--- src/rtl/ps2_rx_fifo.sv ---
// PS/2 device-to-host receiver with a glitch-filtered clock, inter-edge timeout and a
// first-word-fall-through FIFO of {err, byte} entries read over valid/ready.
module ps2_rx_fifo #(
    parameter int unsigned FILTER_LEN = 8,
    parameter int unsigned T_TIMEOUT  = 50000,
    parameter int unsigned FIFO_DEPTH = 4
) (
    input  logic                                CLK,
    input  logic                                RESET,
    input  logic                                CLK_PS2_IN,
    input  logic                                DATA_PS2_IN,
    input  logic                                READ_ENABLE,
    input  logic                                ERR_CLEAR,
    output logic [7:0]                          RX_DATA,
    output logic [1:0]                          RX_ERR,
    output logic                                RX_VALID,
    input  logic                                RX_READY,
    output logic [$clog2(FIFO_DEPTH+1)-1:0]     FIFO_COUNT,
    output logic                                OVERFLOW,
    output logic                                TIMEOUT
);

    localparam int unsigned FW = $clog2(FILTER_LEN + 1);
    localparam int unsigned TW = $clog2(T_TIMEOUT + 1);
    localparam int unsigned PW = $clog2(FIFO_DEPTH);
    localparam int unsigned CW = $clog2(FIFO_DEPTH + 1);

    typedef enum logic [2:0] {
        StIdle,
        StData,
        StParity,
        StStop,
        StPush
    } state_e;

    logic [1:0]    clk_sync;
    logic [1:0]    dat_sync;
    logic          filt_clk;
    logic          filt_prev;
    logic [FW-1:0] filt_cnt;
    logic          fall;
    logic          sampled;

    state_e        state;
    logic [2:0]    bit_cnt;
    logic [7:0]    shift;
    logic          par_err;
    logic          stop_err;
    logic [TW-1:0] tmo_cnt;
    logic          tmo_hit;
    logic          in_frame;

    logic [9:0]    mem [FIFO_DEPTH];
    logic [PW-1:0] wr_ptr;
    logic [PW-1:0] rd_ptr;
    logic [CW-1:0] count;
    logic          push;
    logic          pop;
    logic          full;
    logic          wr_en;
    logic [9:0]    head;

    // Bus idles high, so the synchronisers reset to 1 to avoid a spurious edge.
    always_ff @(posedge CLK) begin
        if (RESET) begin
            clk_sync  <= 2'b11;
            dat_sync  <= 2'b11;
            filt_clk  <= 1'b1;
            filt_prev <= 1'b1;
            filt_cnt  <= '0;
        end else begin
            clk_sync  <= {clk_sync[0], CLK_PS2_IN};
            dat_sync  <= {dat_sync[0], DATA_PS2_IN};
            filt_prev <= filt_clk;
            if (clk_sync[1] != filt_clk) begin
                if (filt_cnt == FW'(FILTER_LEN - 1)) begin
                    filt_clk <= clk_sync[1];
                    filt_cnt <= '0;
                end else begin
                    filt_cnt <= filt_cnt + 1'b1;
                end
            end else begin
                filt_cnt <= '0;
            end
        end
    end

    assign fall     = filt_prev & ~filt_clk;
    assign sampled  = dat_sync[1];
    assign in_frame = (state == StData) || (state == StParity) || (state == StStop);
    assign tmo_hit  = in_frame && !fall && (tmo_cnt == TW'(T_TIMEOUT - 1));

    always_ff @(posedge CLK) begin
        if (RESET) begin
            state    <= StIdle;
            bit_cnt  <= '0;
            shift    <= '0;
            par_err  <= 1'b0;
            stop_err <= 1'b0;
            tmo_cnt  <= '0;
            TIMEOUT  <= 1'b0;
        end else begin
            if (fall || state == StIdle) begin
                tmo_cnt <= '0;
            end else begin
                tmo_cnt <= tmo_cnt + 1'b1;
            end

            if (ERR_CLEAR) begin
                TIMEOUT <= 1'b0;
            end
            if (tmo_hit) begin
                TIMEOUT <= 1'b1;
            end

            case (state)
                StIdle: begin
                    if (fall && !sampled && READ_ENABLE) begin
                        state    <= StData;
                        bit_cnt  <= '0;
                        par_err  <= 1'b0;
                        stop_err <= 1'b0;
                    end
                end
                StData: begin
                    if (fall) begin
                        shift   <= {sampled, shift[7:1]};
                        bit_cnt <= bit_cnt + 1'b1;
                        if (bit_cnt == 3'd7) begin
                            state <= StParity;
                        end
                    end else if (tmo_hit) begin
                        state <= StIdle;
                    end
                end
                StParity: begin
                    if (fall) begin
                        par_err <= (sampled != ~^shift);
                        state   <= StStop;
                    end else if (tmo_hit) begin
                        state <= StIdle;
                    end
                end
                StStop: begin
                    if (fall) begin
                        stop_err <= ~sampled;
                        state    <= StPush;
                    end else if (tmo_hit) begin
                        state <= StIdle;
                    end
                end
                StPush: begin
                    state <= StIdle;
                end
                default: begin
                    state <= StIdle;
                end
            endcase
        end
    end

    assign push  = (state == StPush);
    assign pop   = (count != '0) && RX_READY;
    assign full  = (count == CW'(FIFO_DEPTH));
    // A full FIFO still accepts a push when the head leaves in the same cycle.
    assign wr_en = push && (!full || pop);

    always_ff @(posedge CLK) begin
        if (wr_en) begin
            mem[wr_ptr] <= {stop_err, par_err, shift};
        end
    end

    always_ff @(posedge CLK) begin
        if (RESET) begin
            wr_ptr   <= '0;
            rd_ptr   <= '0;
            count    <= '0;
            OVERFLOW <= 1'b0;
        end else begin
            if (wr_en) begin
                wr_ptr <= wr_ptr + 1'b1;
            end
            if (pop) begin
                rd_ptr <= rd_ptr + 1'b1;
            end
            if (wr_en && !pop) begin
                count <= count + 1'b1;
            end else if (!wr_en && pop) begin
                count <= count - 1'b1;
            end

            if (ERR_CLEAR) begin
                OVERFLOW <= 1'b0;
            end
            if (push && full && !pop) begin
                OVERFLOW <= 1'b1;
            end
        end
    end

    assign head       = mem[rd_ptr];
    assign RX_VALID   = (count != '0);
    assign RX_DATA    = RX_VALID ? head[7:0] : 8'h00;
    assign RX_ERR     = RX_VALID ? head[9:8] : 2'b00;
    assign FIFO_COUNT = count;

endmodule
--- config.mk ---
export PLATFORM = sky130hd
export DESIGN_NAME = ps2_rx_fifo
export DESIGN_NICKNAME = d
export VERILOG_FILES = /design/src/rtl/ps2_rx_fifo.sv
export SDC_FILE = /design/constraint.sdc
export NUM_CORES = 1
export LEC_CHECK = 0
export CAP_MARGIN = 20
export CORE_MARGIN = 5
export CORE_UTILIZATION = 44
export CTS_CLUSTER_SIZE = 10
export DETAILED_ROUTE_END_ITERATION = 7
export GPL_TIMING_DRIVEN = 0
export PLACE_DENSITY = 0.65
export SLEW_MARGIN = 20
export SYNTH_ARGS = -nofsm -noshare
export SYNTH_HDL_FRONTEND = slang
export SYNTH_SLANG_ARGS = --single-unit
--- constraint.sdc ---
create_clock -name CLK -period 2.82 [get_ports CLK]
set_input_delay 0.564 -clock CLK [delete_from_list [all_inputs] [get_ports CLK]]
set_output_delay 0.564 -clock CLK [all_outputs]
set_load 0.01 [all_outputs]
==> results, run 1 <==
- After layout, the minimum clock period comes to 2.66 ns.
- The maximum vdd drop is about 0.27 mV.
- TritonCTS built the clock tree.
- For this run, the slowest stage of the critical path takes 0.53 ns.
- Traced cell by cell, the critical path runs through clkbuf_4, mux4_2, and2_1, clkdlybuf4s50_1.
- The count of boundary I/O pins is 23.
- Power spread over the standard cell area amounts to ~630 mW/mm².
- The count of final max-slew check failures came to 0.
- The number of routed nets with antenna violations is 0.
- Using the TritonRoute via totals, the vias-per-cell ratio works out to 5.06.
- The analysis attributes to net switching a power of ~740 µW.
- The floorplan die width is ~100 µm.
- The average wire per cell in the routed design is 14.0 µm.
- The run finished with clean final reports.
- Clock tree synthesis inserted a total of 9 buffers.
- The main flop type after synthesis is dfxtp_1.
- The number of nets handed over by synthesis was between 300 and 400.
- The share of Yosys cell area claimed by the top area cell type is 30.7%.
- On the final layout, the worst clock skew is 0.00823 ns.
- Counting the fill cells in the layout gives approximately 790.
- The number of antenna cells inserted is 0.
- The area overhead of the layout relative to synthesis is 13.6%.
- Yosys printed 0 warnings.
- Based on the critical path, the design can be clocked at up to 376 MHz.
- The first TritonRoute pass finished after 4 iterations.
- In the synthesized netlist the async set-or-reset flop fraction comes to 0%.
- The worst max-slew margin expressed relative to the limit is 62.9%.
- The number of endpoints failing setup at the final stage is 0.
- In this run switching power makes up around a quarter of total power.
- The wire length of the first global-routing pass is ~12,000 µm.
- The ratio of cells with drive above 1 in the final layout is 15.3%.
- Synthesis produced a netlist whose cell count is 317.
- The sort of element at the end of the critical path is a primary output.
- OpenSTA, run right after detailed placement, puts the worst setup slack at 0.0275 ns.
- The largest total area in the synthesized netlist belongs to edfxtp_1.
- The critical-path cell with the highest stage delay is mux4_2.
- The starting density of the core is a little under half.
- The maximum number of pins on one net before global-route repair is 19.
- The maximum root-to-sink buffer count is 2.
- Along the worst path, the maximum fanout reaches 10.
- The mean cell area of the mapped netlist is 12.4 µm².
- The total die area is 0.0109 mm².
- Of the synthesized area, sequential elements account for 57.8%.
- The via count is 2,334.
- The share of total power dissipated in combinational logic is 17.9%.
- The placed wire-length estimate is 4620 µm.
- For the worst-skew pair, the clock arrives at the later sink with an insertion delay of 0.36 ns.
- Yosys attributes the largest share of cell area to edfxtp_1 31%, dfxtp_1 27%, mux4_2 5.8%.
- The setup TNS is 0 ns.
- In this run the clock root is driven by a clkbuf_8.
- Measured in cells, the most critical reg-to-reg path has a length of 10.
- The synthesized design contains 93 register bits.
- The portion of total power attributed to sequential cells is 52.2%.
- Data on the critical path is required at its endpoint by 2.26 ns.
- The clock network is responsible for 29.9% of the overall power.
- At the end of routability-driven placement, the weighted congestion stood at 0.763.
- In this run, distinct cell masters in the synthesized netlist total 51.
- The remaining design rule violation count is 0.
- At the end of the flow, the number of nets in the layout was 365.
- The element type at the critical path start is a flip-flop.
- The number of clock sinks is a little over 90.
- Max-cap violations in this run came to 0.
- Setup repair after global routing left no endpoint under its margin.
- After synthesis, the most frequently instantiated cells are 53 x dfxtp_1, 43 x nor2_1, 40 x edfxtp_1.
- For this block, the initial DRC count from the detailed router was 81.
- The initial antenna violation count was 0.
- In the post-route analysis, the smallest setup slack over all paths is around 0.16 ns.
- By instance count, the leading cell after synthesis is dfxtp_1.
- For the pin with the worst max-slew slack, the measured transition is around 0.56 ns.
- The count of standard-cell rows is 34.
- Wires add up to 6450 µm.
- The number of global-route vias before repair was about 2,400.
- The post-CTS clock slew at the launch and capture registers of the worst setup and hold paths is about 0.1 ns.
- The hold violation total from the final report is 0.
- The number of cells on the worst hold path is 1.
- The height of the die is 104 µm.
- The setup check on the worst reg-to-reg path leaves a slack of 0.48 ns.
- The cell-internal power is 2050 µW.
- The mapped netlist covers about 0.0039 mm².
- For this run, the total global-route usage over all layers was measured as 13.0%.
- In this run the worst hold path is classified as reg -> reg.
- The portion of the clock cycle consumed by the worst path in the final layout is 94.4%.
- The total area inside the core boundary comes to 0.00868 mm².
- The number of enable flip-flop cells after synthesis is 40.
- STA puts the critical path data arrival time at 2.10 ns.
- The clock tree synthesis step divided the H-tree into 3 levels.
- The overflow left after global routing is 0.
- The worst setup path is of the reg -> out kind.
- In this run the tool buffered the top-level ports with 21 buffer cells.
- In this run the static leakage power is 0.00160 µW.
==> timing repair <==
action                     4_1_cts  5_1_grt
setup endpoints to repair        0       10
setup buffers                    0        0
gates resized for setup          0        1
hold buffers                     0        0
==> final timing paths <==
| kind | startpoint | to |
|---|---|---|
| setup / recovery | flip-flop | RX_ERR[0] |
| setup reg to reg | state[0]$_SDFFE_PP0P_ | FIFO_COUNT[2]$_SDFFE_PP0P_ |
| hold reg to reg | dat_sync[0]$_SDFF_PP1_ | dat_sync[1]$_SDFF_PP1_ |
| hold / removal | dat_sync[0]$_SDFF_PP1_ | dat_sync[1]$_SDFF_PP1_ |
==> layout make-up <==
cell class,count,area [µm²],area share (%)
buffer,11,62.6,1.41
clock buffer,9,124,2.79
clock inverter,7,62.6,1.41
inverter,8,30.0,0.675
multi-input combinational,204,1560,35.1
sequential,93,2260,50.9
tap,108,135,3.04
timing repair buffer,21,210,4.73
==> layer usage <==
metal	track usage (%)	up-vias	part of all wire (%)
li1	-	1172	-
met1	15.6	1125	45
met2	22.4	32	51
met3	4.10	5	3.7
met4	3.61	0	0.62
met5	0	-	0
==> cells by family (layout without fill, tap and decap cells) <==
family / count (synthesis) / in the layout / synth area share, %
and+or+nand+nor: 123 / 123 / 17.4
DFF: 93 / 93 / 57.8
xor gates and xnor gates: 28 / 28 / 6.26
AOI/OAI and AO/OA: 23 / 23 / 4.44
muxes: 20 / 20 / 8.31
buffers and inverters: 20 / 56 / 2.40
adders and majority gates: 10 / 10 / 3.39
==> registers in the layout, summed over array words and instances, names as in the netlist, named ones only <==
name,count
dat_sync,2
filt_clk,1
clk_sync,2
mem,40
stop_err,1
state,3
par_err,1
filt_prev,1
tmo_cnt,16
wr_ptr,2
shift,8
TIMEOUT,1
FIFO_COUNT,3
filt_cnt,4
OVERFLOW,1
bit_cnt,3
rd_ptr,2
==> power groups by stage <==
stage                     registers, µW  clock network, µW  logic [µW]
after CTS                          1450                866         520
final                              1460                833         499
after global placement             1480                  0         513
after floorplan                    1480                  0         271
after global routing               1460                931         555
after detailed placement           1480                  0         519
==> worst max-delay path: cells and delay by family, from the launching register on <==
kind | cells | cell delay, ns
buffers and inverters | 2 | 0.73
muxes | 1 | 0.53
DFF | 1 | 0.31
and+or+nand+nor | 1 | 0.17
==> through the flow <==
step | instances | total power [µW] | utilization (%) | area [µm²] | hold slack, ns
after floorplan | 317 | 1750 | - | 3920 | 0.389
final | 461 | 2790 | 51.2 | 4450 | 0.429
after detailed placement | 446 | 2000 | 49.1 | 4260 | 0.399
after global placement | 446 | 1990 | 49.1 | 4260 | 0.393
after global routing | 461 | 2950 | 51.2 | 4450 | 0.450
after CTS | 462 | 2840 | 51.2 | 4450 | 0.433
==> cells in the final DEF (no fill, tap or decap), types with 2 or more instances in the layout <==
cell and n:
inv_6 3, nand2_1 14, and3_1 3, clkbuf_8 9, or2_2 5, inv_8 2, a21oi_1 7, mux4_2 10
xnor2_1 14, nor2_2 3, a21boi_1 2, buf_4 4, mux2i_1 10, nor2_1 43, or3_1 5, dfxtp_1 53
inv_1 8, and2_1 14, clkbuf_1 4, buf_2 2, nand3_1 13, ha_1 9, nor3_1 5, xor2_1 14
nor2b_1 2, o21ai_0 5, clkdlybuf4s50_1 21, edfxtp_1 40
Note: power is estimated with default switching activity, not from simulation.
==> run 2: changes to the inputs <==
--- a/config.mk
+++ b/config.mk
@@ -7,11 +7,11 @@
 export LEC_CHECK = 0
 export CAP_MARGIN = 20
 export CORE_MARGIN = 5
-export CORE_UTILIZATION = 44
+export CORE_UTILIZATION = 55
 export CTS_CLUSTER_SIZE = 10
 export DETAILED_ROUTE_END_ITERATION = 7
 export GPL_TIMING_DRIVEN = 0
-export PLACE_DENSITY = 0.65
+export PLACE_DENSITY = 0.74
 export SLEW_MARGIN = 20
 export SYNTH_ARGS = -nofsm -noshare
 export SYNTH_HDL_FRONTEND = slang
==> run 2 against run 1 <==
- flip-flop and latch count is the same
- register-to-register slack gained 0.02 ns
- via count shrank 1.4%
- critical endpoint is now RX_DATA[1]
==> results, run 2 (synthesized netlist as in run 1, its figures left out) <==
- The run finished with clean final reports.
- Setup violations remaining at the end of the flow were counted as 0.
- The static leakage is 0.00162 µW.
- The ratio of cells with drive above 1 in the final layout is 15.6%.
- The clock period minus worst slack is 2.67 ns.
- The area overhead of the layout relative to synthesis is 14.3%.
- The number of setup buffers added after CTS is 0.
- The count of standard-cell rows is 30.
- For the pin with the worst max-slew slack, the measured transition is 0.528 ns.
- Counting every sink on the clock net gives 93.
- After detailed routing, the average wire length per cell comes to 14.1 µm.
- The flip-flop and latch area is 0.00226 mm².
- The initial DRC count is 66.
- Across every metal layer, demand over resource in global routing totals 16.6%.
- The overflow left after global routing is 0.
- In the final layout, the registers with the most flip-flops are mem: 40 flops, tmo_cnt: 16 flops, shift: 8 flops.
- The count of boundary I/O pins is 23.
- The floorplan die width is between 90 and 100 µm.
- Using the TritonRoute via totals, the vias-per-cell ratio works out to 5.12.
- The maximum frequency from static timing analysis is roughly 380 MHz.
- The register with the most flip-flops in the layout has 40 of them.
- The count of final max-slew check failures is 0.
- For hold timing, the worst endpoint is dat_sync[1]$_SDFF_PP1_.
- The total die area is 0.00891 mm².
- Data arrives at the worst endpoint at 2.10 ns.
- In this run the critical register-to-register path is captured at FIFO_COUNT[2]$_SDFFE_PP0P_.
- The multi-input logic area is 0.00156 mm².
- In the layout the commonest cells are 53 x dfxtp_1, 43 x nor2_1, 40 x edfxtp_1.
- For the final routed database, the setup TNS stands at 0 ns.
- The count of buffers added on input and output ports is 21.
- The setup path with the least slack is of type reg -> out.
- Before CTS, the worst setup slack after placement is -0.00444 ns.
- The number of antenna cells inserted is 0.
- Walking the worst path, the cells encountered are clkbuf_4, mux4_2, and2_1, clkdlybuf4s50_1.
- In the routed design, unresolved DRC markers number 0.
- For the final database, setup skew stands at 0.00957 ns.
- The worst max-slew margin expressed relative to the limit is roughly 65%.
- The number of cells on the worst hold path is 1.
- The library cell used most frequently in the layout, excluding fill and tap cells, is dfxtp_1.
- The routability-driven placement congestion ratio is 0.761.
- The detail route stage leaves a number of antenna-violating nets equal to 0.
- The number of global-route vias before repair was 2,385.
- TritonCTS built the clock tree.
- STA classifies the critical path endpoint as a primary output.
- At the later pin of the worst-skew pair, clock insertion delay measures about 0.36 ns.
- The maximum root-to-sink buffer count is 2.
- The first global-routing pass estimated 11,400 µm of wire.
- The first detailed-routing pass took 4 iterations.
- The region available for standard cell placement spans approximately 0.0069 mm².
- Entering global routing, the biggest net connects 18 pins.
- The count of max-cap constraint violations is 0.
- The root buffer cell chosen for the clock tree is clkbuf_8.
- After filler insertion, the fill cell instance count of the layout stands at between 500 and 600.
- From bottom edge to top edge, the die measures 94.4 µm.
- The element type at the critical path start is a flip-flop.
- Counting cells, the worst reg-to-reg path comes to 10.
- The setup check on the worst reg-to-reg path leaves a slack of 0.50 ns.
- The via count is about 2,300.
- The H-tree generated during clock tree synthesis spans 3 levels.
- The required time reported for the critical path endpoint is between 2 and 2.5 ns.
- Once routing completed, OpenROAD measured the worst setup slack at 0.154 ns.
- The initial antenna violation count is 0.
- In this run the worst hold path is classified as reg -> reg.
- The source of the worst register-to-register timing path is state[0]$_SDFFE_PP0P_.
- The number of nets in the layout is between 300 and 400.
- The startpoint identified for the worst hold timing path is dat_sync[0]$_SDFF_PP1_.
- The slowest stage of the critical path belongs to the cell mux4_2.
- Clock-pin slew was measured on the worst setup and hold paths at 0.10 ns.
- The total power divided by cell area is 663 mW/mm².
- Wires add up to 6350 µm.
- mem holds more flip-flops than any other register.
- The placed wire-length estimate is around 4500 µm.
- The portion of the clock cycle consumed by the worst path in the final layout is 94.5%.
- Of all nets on the critical path, the largest fanout is 10.
- Once the floorplan was initialized, standard cells occupied 57.0% of the core.
- The hold violation total from the final report is 0.
- The maximum cell stage delay along the critical path is 0.53 ns.
- Buffers inserted during clock tree synthesis total 9.
- Setup repair after global routing left no endpoint under its margin.
- Across the VDD grid, the largest voltage drop is 0.389 mV.
-- run 2: cell types whose count changed in the layout (fill, tap and decap cells not counted), sizes merged --
| cell | before | now |
|---|---|---|
| clkinvlp | 0 | 2 |
| inv | 13 | 11 |
| bufinv | 0 | 2 |
| clkinv | 2 | 0 |
-- run 2: worst max-delay path by stage --
| stage | start | end | slack, ns |
|---|---|---|---|
| 3_5_place_dp | RX_READY | FIFO_COUNT[2]$_SDFFE_PP0P_ | -0.004 |
| 4_1_cts | flip-flop | RX_DATA[1] | 0.007 |
| 3_3_place_gp | RX_READY | FIFO_COUNT[2]$_SDFFE_PP0P_ | 0.04 |
| 2_1_floorplan | FIFO_COUNT[0]$_SDFFE_PP0P_ | FIFO_COUNT[2]$_SDFFE_PP0P_ | 0.71 |
| 6_report | flip-flop | RX_DATA[1] | 0.15 |
| 5_1_grt | flip-flop | RX_DATA[1] | 0.002 |
-- run 2: cell type report --
cell class	instances	area share (%)
clock buffers	9	2.77
multi-input cells	204	34.9
plain buffers	11	1.43
well taps	96	2.69
repair buffers	21	4.70
inverters	8	0.671
flip-flops and latches	93	50.6
clock inverters	7	2.32
-- run 2: routing by layer --
layer | share of wire [%] | track usage (%) | wire [µm]
met1 | 46 | 21.0 | 2940
met5 | 0 | 0 | 0
met2 | 48 | 27.6 | 3070
met3 | 3.8 | 4.86 | 243
met4 | 1.5 | 5.42 | 93
-- run 2: metrics by stage --
stage | util [%] | std cells | power (µW) | area [µm²] | hold slack, ns
after floorplan | - | 317 | 1750 | 3920 | 0.389
after global placement | 61.8 | 434 | 1990 | 4250 | 0.397
after detailed placement | 61.8 | 434 | 2000 | 4250 | 0.404
after CTS | 65.1 | 450 | 2990 | 4470 | 0.427
after global routing | 65.1 | 449 | 3110 | 4470 | 0.444
final | 65.1 | 449 | 2960 | 4470 | 0.424
-- run 2: timing repair --
action | CTS | global route
hold buffers | 0 | 0
setup endpoints to repair | 0 | 10
resized for setup | 0 | 3
-- run 2: report_power, final --
| part | total (µW) | internal [µW] | switching (µW) |
|---|---|---|---|
| combinational | 505 | 287 | 218 |
| sequential | 1460 | 1420 | 38.0 |
| clock | 1000 | 511 | 490 |
| total | 2960 | 2220 | 746 |
-- run 2: critical path: cells and delay by family, from the launching register on --
family | cells | cell delay [ns]
buf+inv | 2 | 0.73
flops | 1 | 0.32
mux | 1 | 0.53
simple gates | 1 | 0.16
